<file path="config.mk">
export PLATFORM = sky130hd
export DESIGN_NAME = cam_cfg_sequencer
export DESIGN_NICKNAME = d
export VERILOG_FILES = /design/src/rtl/cam_cfg_pkg.sv /design/src/rtl/cam_cfg_delay_timer.sv /design/src/rtl/cam_cfg_sequencer.sv
export SDC_FILE = /design/constraint.sdc
export NUM_CORES = 1
export LEC_CHECK = 0
export CAP_MARGIN = 40
export CELL_PAD_IN_SITES_DETAIL_PLACEMENT = 0
export CELL_PAD_IN_SITES_GLOBAL_PLACEMENT = 1
export CORE_ASPECT_RATIO = 2
export CORE_MARGIN = 8
export CORE_UTILIZATION = 44
export DETAILED_ROUTE_END_ITERATION = 7
export DONT_BUFFER_PORTS = 1
export GPL_TIMING_DRIVEN = 0
export HOLD_SLACK_MARGIN = 0.1
export PLACE_DENSITY = 0.73
export SYNTH_ARGS = -nofsm -noshare
export SYNTH_HDL_FRONTEND = slang
export SYNTH_HIERARCHICAL = 1
export SYNTH_SLANG_ARGS = --single-unit
</file>
<file path="constraint.sdc">
create_clock -name i_clk -period 2.85 [get_ports i_clk]
set_clock_uncertainty 0.1 [all_clocks]
set_input_delay 0.4275 -clock i_clk [delete_from_list [all_inputs] [get_ports i_clk]]
set_output_delay 0.4275 -clock i_clk [all_outputs]
set_load 0.1 [all_outputs]
</file>
<file path="src/rtl/cam_cfg_pkg.sv">
// Shared definitions for the camera configuration sequencer and its ROM.
// The ROM image is built with the same token constants.
package cam_cfg_pkg;

   typedef enum logic [2:0] {
      IDLE,
      FETCH,
      DECODE,
      SEND,
      WAIT_DONE,
      DELAY,
      ADVANCE,
      DONE
   } cfg_state_t;

   localparam logic [15:0] CFG_DELAY_TOKEN = 16'hFF_F0;
   localparam logic [15:0] CFG_END_TOKEN   = 16'hFF_FF;
   localparam logic [7:0]  CFG_LAST_ADDR   = 8'hFF;

endpackage

</file>
<file path="src/rtl/cam_cfg_delay_timer.sv">
// Loadable down-counter used for the wait entries of the configuration table.
// A load of DELAY_CYCLES-1 followed by decrements gives DELAY_CYCLES cycles until zero.
module cam_cfg_delay_timer #(
   parameter int DELAY_CYCLES = 250_000
) (
   input  logic i_clk,
   input  logic i_rstn,
   input  logic i_load,
   input  logic i_dec,
   output logic o_zero
);

   localparam int CW = $clog2(DELAY_CYCLES + 1);
   localparam logic [CW-1:0] LOAD_VALUE = CW'(DELAY_CYCLES - 1);

   logic [CW-1:0] count;

   // The counter parks at zero so a stray decrement request cannot wrap it.
   always_ff @(posedge i_clk or negedge i_rstn) begin
      if (!i_rstn) begin
         count <= '0;
      end else if (i_load) begin
         count <= LOAD_VALUE;
      end else if (i_dec && (count != '0)) begin
         count <= count - CW'(1);
      end
   end

   assign o_zero = (count == '0);

endmodule

</file>
<file path="src/rtl/cam_cfg_sequencer.sv">
// Walks the camera configuration ROM and turns each entry into an SCCB write,
// a fixed wait, or the end of configuration (raising o_done).
module cam_cfg_sequencer
   import cam_cfg_pkg::*;
#(
   parameter int CLK_FREQ     = 25_000_000,
   parameter int DELAY_MS     = 10,
   parameter int DELAY_CYCLES = CLK_FREQ / 1000 * DELAY_MS
) (
   input  logic        i_clk,
   input  logic        i_rstn,
   input  logic        i_start,
   output logic [7:0]  o_rom_addr,
   input  logic [15:0] i_rom_data,
   output logic        o_sccb_valid,
   output logic [7:0]  o_sccb_reg,
   output logic [7:0]  o_sccb_val,
   input  logic        i_sccb_ready,
   input  logic        i_sccb_done,
   output logic        o_busy,
   output logic        o_done
);

   cfg_state_t state;
   logic       timer_load;
   logic       timer_dec;
   logic       timer_zero;

   assign timer_load = (state == DECODE) && (i_rom_data == CFG_DELAY_TOKEN);
   assign timer_dec  = (state == DELAY);

   cam_cfg_delay_timer #(
      .DELAY_CYCLES(DELAY_CYCLES)
   ) u_delay_timer (
      .i_clk (i_clk),
      .i_rstn(i_rstn),
      .i_load(timer_load),
      .i_dec (timer_dec),
      .o_zero(timer_zero)
   );

   // Main sequencing FSM; the ROM is read in FETCH and its data decoded one cycle later.
   always_ff @(posedge i_clk or negedge i_rstn) begin
      if (!i_rstn) begin
         state        <= IDLE;
         o_rom_addr   <= '0;
         o_sccb_valid <= 1'b0;
         o_sccb_reg   <= '0;
         o_sccb_val   <= '0;
         o_busy       <= 1'b0;
         o_done       <= 1'b0;
      end else begin
         case (state)
            IDLE: begin
               if (i_start) begin
                  o_rom_addr <= '0;
                  o_busy     <= 1'b1;
                  state      <= FETCH;
               end
            end
            FETCH: begin
               state <= DECODE;
            end
            DECODE: begin
               if (i_rom_data == CFG_END_TOKEN) begin
                  o_busy <= 1'b0;
                  o_done <= 1'b1;
                  state  <= DONE;
               end else if (i_rom_data == CFG_DELAY_TOKEN) begin
                  state <= DELAY;
               end else begin
                  o_sccb_reg   <= i_rom_data[15:8];
                  o_sccb_val   <= i_rom_data[7:0];
                  o_sccb_valid <= 1'b1;
                  state        <= SEND;
               end
            end
            SEND: begin
               if (i_sccb_ready) begin
                  o_sccb_valid <= 1'b0;
                  state        <= WAIT_DONE;
               end
            end
            WAIT_DONE: begin
               if (i_sccb_done) begin
                  state <= ADVANCE;
               end
            end
            DELAY: begin
               if (timer_zero) begin
                  state <= ADVANCE;
               end
            end
            // A table with no end token stops at the last address instead of wrapping.
            ADVANCE: begin
               if (o_rom_addr == CFG_LAST_ADDR) begin
                  o_busy <= 1'b0;
                  o_done <= 1'b1;
                  state  <= DONE;
               end else begin
                  o_rom_addr <= o_rom_addr + 8'd1;
                  state      <= FETCH;
               end
            end
            DONE: begin
               if (i_start) begin
                  o_done     <= 1'b0;
                  o_rom_addr <= '0;
                  o_busy     <= 1'b1;
                  state      <= FETCH;
               end
            end
            default: begin
               state <= IDLE;
            end
         endcase
      end
   end

endmodule

</file>
# [Word-level counts from Yosys, hierarchy flattened]
# Index checks and enable logic that the tools add are counted.
[classes] n_reduce_logical=17 add_sub_neg=2 mux=25 n_eq_ne=20 n_bitwise=2
[ops] operator="$mux 18" n=2
[ops] operator="$eq 16x16->1 const B" n=2
[ops] operator="$mux 3" n=7
[ops] operator="$pmux 3 s7" n=1
[ops] operator="$logic_not 18->1" n=1
[ops] operator="$reduce_bool 18->1" n=1
[ops] operator="$sub 18x1->18 const B" n=1
[ops] operator="$mux 8" n=2
[ops] operator="$ne 2x2->1 const B" n=8
[ops] operator="$pmux 8 s2" n=1
[ops] operator="$reduce_and 4->1" n=4
[ops] operator="$eq 3x3->1 const B" n=4
[ops] operator="$mux 1" n=9
[ops] operator="$add 8x1->8 const B" n=1
[ops] operator="$eq 8x8->1 const B" n=1
[ops] operator="$eq 3x2->1 const B" n=2
[ops] operator="$pmux 1 s3" n=2
[ops] operator="$reduce_and 3->1" n=2
[ops] operator="$reduce_bool 2->1" n=3
[ops] operator="$reduce_bool 3->1" n=2
[ops] operator="$ne 2x1->1 const B" n=2
[ops] operator="$eq 3x1->1 const B" n=1
[ops] operator="$logic_not 3->1" n=1
[ops] operator="$logic_and 1x1->1" n=2
[ops] operator="3 further kinds" n=4
[word_totals] word_cells=74 regBits=48 output_inout_bits=27 input_bits=21

# [Logic depth before layout (Yosys ltp)]
[depth] ltp_word=4 depth_mapped=11 ltp_nobuf=10

# [Hierarchy]
# Netlist, hierarchy kept.
[modules_own_cells] mod="cam_cfg_sequencer" instances=1 cells_each=139 seq_area_each_um2=750.7 area_each_um2=1559.0
[modules_own_cells] mod="cam_cfg_delay_timer" instances=1 cells_each=118 seq_area_each_um2=450.4 area_each_um2=1083.5

# [Worst setup path before layout]
# OpenSTA, ideal clock, no wires.
[synth_timing] path_type="flip-flop to flip-flop" startpoint="register u_delay_timer.count[0]" endpoint="register state[1]" path_stages_with_launch=12 period_less_slack_ns=2.657 setup_ns=0.137 required_time_ns=2.613 setup_slack_ns=0.193 arrival_ns=2.420 path_buffers=1 cell_sequence="dfrtp_1 -> inv_1 -> ha_1 -> nor4b_1 -> and4bb_4 -> buf_6 -> and2_1 -> mux2i_1 -> a21oi_1 -> a21bo_2 -> o31ai_1 -> a221oi_1"
[synth_between] elab_chain_len=3
[synth_lines] item="start: declaration" line_no="cam_cfg_delay_timer.sv:16" text="logic [CW-1:0] count;"
[synth_lines] item="start signal: assignment" line_no="cam_cfg_delay_timer.sv:25" text="count <= count - CW'(1);"
[synth_lines] item="$logic_not 18->1" line_no="cam_cfg_delay_timer.sv:29" text="assign o_zero = (count == '0);"
[synth_lines] item="net timer_zero" line_no="cam_cfg_sequencer.sv:27" text="logic timer_zero;"
[synth_lines] item="$ne 2x2->1 (no line)"
[synth_lines] item="$reduce_and 4->1 (no line)"
[synth_lines] item="end signal: assignment" line_no="cam_cfg_sequencer.sv:45" text="state <= IDLE;"
[synth_lines] item="end signal: assignment" line_no="cam_cfg_sequencer.sv:58" text="state <= FETCH;"
[synth_lines] item="end signal: assignment" line_no="cam_cfg_sequencer.sv:62" text="state <= DECODE;"
[synth_lines] item="end: declaration" line_no="cam_cfg_sequencer.sv:24" text="cfg_state_t state;"
# The timed path passes the listed nets, and every way through them passes these cells.
# A chain may end at the register's enable or synchronous reset.

# [Final worst setup path]
[layout_timing] startpoint="register u_delay_timer.count[12]" endpoint="register state[2]"
# The elaborated chain is that of the path after synthesis.

==> results.toml <==
[status]
outcome = "complete, no violations"

[clock_tree]
h-tree-depth = 2
cts_buffer_depth = 2
cts_root_buf = "clkbuf_16"
cts.clk_slew.worst_paths_ps = 60
cts_sinks = 48
cts_tree = "built"
cts_buffers = 5
clkLatencyLatePin_ps = 290

[drt]
drt_iter0_drc = 137
drc = 0
wire_per_inst_microns = 19.06
viasPerCell = 6.025
drt-total-wl_microns = 6994
first_pass_iters = 4
ant_nets = 0
via_count = 2211

[synthesis]
syn_nets = 280
synth_edf_count = 0
synth_commonest_cells = "dfrtp_1 (48), nor2_1 (21), a21oi_1 (18)"
ys_types = 58
ys_async_sr_fraction_pct = 100.0
synth.cell_area_sq_um = 2643
synthMostInstantiatedCell = "dfrtp_1"
synth_top_cell_by_area = "dfrtp_1"
synth_cells = 257
synth_seq_area_share_pct = 45.45
avgSynthCellArea_sq_um = 10.28
synth_seq_cells = 48
synth_flop_cell = "dfrtp_1"
synth_top_area_share_pct = 45.45
yosys_warnings = 6
yosys-top-cells-area = "dfrtp_1 (45%), mux2_4 (5.1%), a21oi_1 (3.4%)"

[timing]
finalSetupViolCount = 0
period_needed_ps = 2733
fin_crit_sh_pct = 95.88
tightest_slew_ps = 811.2
fmaxAchievable_mhz = 365.9
drv_slew = 0
relSlewSlack_pct = 45.50
timing.hold.ws_ps = 122.0
final-hold-violation-count = 0

[final_layout]
antennaDiodeCount = 0
regArea_sq_um = 1201
stdcell_count = 367
nFillCells = 447
syn2layout_area_growth_pct = 45.69
finalNetCount = 326
top_register = "u_delay_timer/count"
largest_reg_flops = 18
multi_input_area_sq_um = 1426
final_util_pct = 65.19
layout-drive-gt1-share_pct = 31.25

[worst_setup_path]
arrival_ps = 2810
start_kind = "register"
cp-end-kind = "register"
required_ps = 2930
crit_type = "reg -> reg"
crit_fanout = 10

[global_route]
top_usage_layer = "met2"
grt_max_degree = 49
grt_pass1_vias = 2384
use_met3_pct = 5.204
met1_usage_pct = 19.39
grt_use_total_pct = 16.37
antenna_found_initial = 0
grt_pass1_wl_microns = 11860
grt_overflow = 0
use_met2_pct = 26.28

[floorplan]
die_w_microns = 70.80
dieArea_sq_um = 8892
pin_count = 48
initial_core_util_pct = 44.75
coreArea_sq_um = 5906
die_height_microns = 125.6
rows = 40

[place]
place_inst = 349
io_buffers = 0
finalWeightedCongestion = 0.7750
dpl.hpwl_microns = 5142

[job]
cap_violations = 0

[power]
p_leak_nw = 1.575
peakVddDrop_mv = 0.9797
p_per_area_nw_per_um2 = 1393

[hold_path]
hold_class = "in -> reg"
-- area by class of cell --
type	count	area share (%)
Buffer	10	2.242
Clock buffer	5	3.250
Clock inverter	3	1.105
Inverter	7	0.6825
Multi-Input combinational cell	192	37.05
Sequential cell	48	31.20
Tap cell	63	2.047
Timing Repair Buffer	39	22.42
-- report_power, final --
part           total (mW)  switching, mW  internal (mW)
logic                3.42           1.95           1.47
clock network       0.666          0.254          0.412
registers            1.27          0.350          0.924
total                5.36           2.55           2.81
-- final timing paths --
check	start	end	slack (ps)	cells past startpoint
hold reg to reg	u_delay_timer/count[7]	u_delay_timer/count[7]	460	1
setup / recovery	u_delay_timer/count[12]	state[2]	120	9
hold / removal	i_sccb_ready	o_sccb_valid	120	1
max in group asynchronous	i_rstn	o_sccb_val[1]	1890	2
min in group asynchronous	i_rstn	u_delay_timer/count[10]	540	2
setup reg to reg	u_delay_timer/count[12]	state[2]	120	9
-- per-stage QoR --
step | power (mW) | setup slack [ps] | cell area [sq um] | setup TNS (ps)
after global routing | 5.579 | -10.75 | 3850 | -14.67
after floorplan | 3.163 | 193.1 | 2643 | 0
after global placement | 3.352 | -273.8 | 2721 | -585.1
final | 5.362 | 117.3 | 3850 | 0
after CTS | 5.317 | 3.453 | 3759 | 0
after detailed placement | 4.570 | -428.7 | 3487 | -938.5
-- layout by cell type (no fill, tap or decap), types with 6 or more instances in the layout --
cell,instances
nand3_1,9
a21oi_1,17
o31ai_1,8
nand2_1,15
mux2_2,7
o21ai_0,10
buf_4,8
nand4_1,6
or3_1,9
nor4_1,6
inv_1,7
buf_16,28
mux2_4,9
dfrtp_1,48
mux2i_1,6
nor2_1,21
-- critical path, cell delays in order, from the launching register on --
cell      delay (ps)
dfrtp_1          390
or4_4            540
buf_6            150
and4bb_4         320
buf_8            130
and2_4           150
mux2i_2           70
a21oi_2          200
a21bo_4          280
a211o_1          290
-- cells by family (layout without fill, tap and decap cells) --
group                      after synthesis  in the layout  share of synthesized area (%)
AOI/OAI and AO/OA                       63             63                          16.43
xor gates and xnor gates                 1              1                         0.3315
adders and majority gates                2              2                         0.9468
buffers and inverters                   17             64                          3.788
DFF                                     48             48                          45.45
muxes                                   23             23                          10.75
and+or+nand+nor                        103            103                          22.30
-- metal layers --
metal  routed length [microns]  share of wire [%]
met5                         0                  0
met4                       143                2.0
met3                       520                7.4
met2                      3509                 50
met1                      2821                 40
-- what timing repair did --
item                                    in CTS  in global routing
hold buffers                                 2                  0
endpoints found under the setup margin       4                  9
buffers inserted                             5                  3
hold endpoints to repair                    48                  0
pin swaps                                    2                  6
resized for setup                            5                 16
Note: power is estimated with default switching activity, not from simulation.
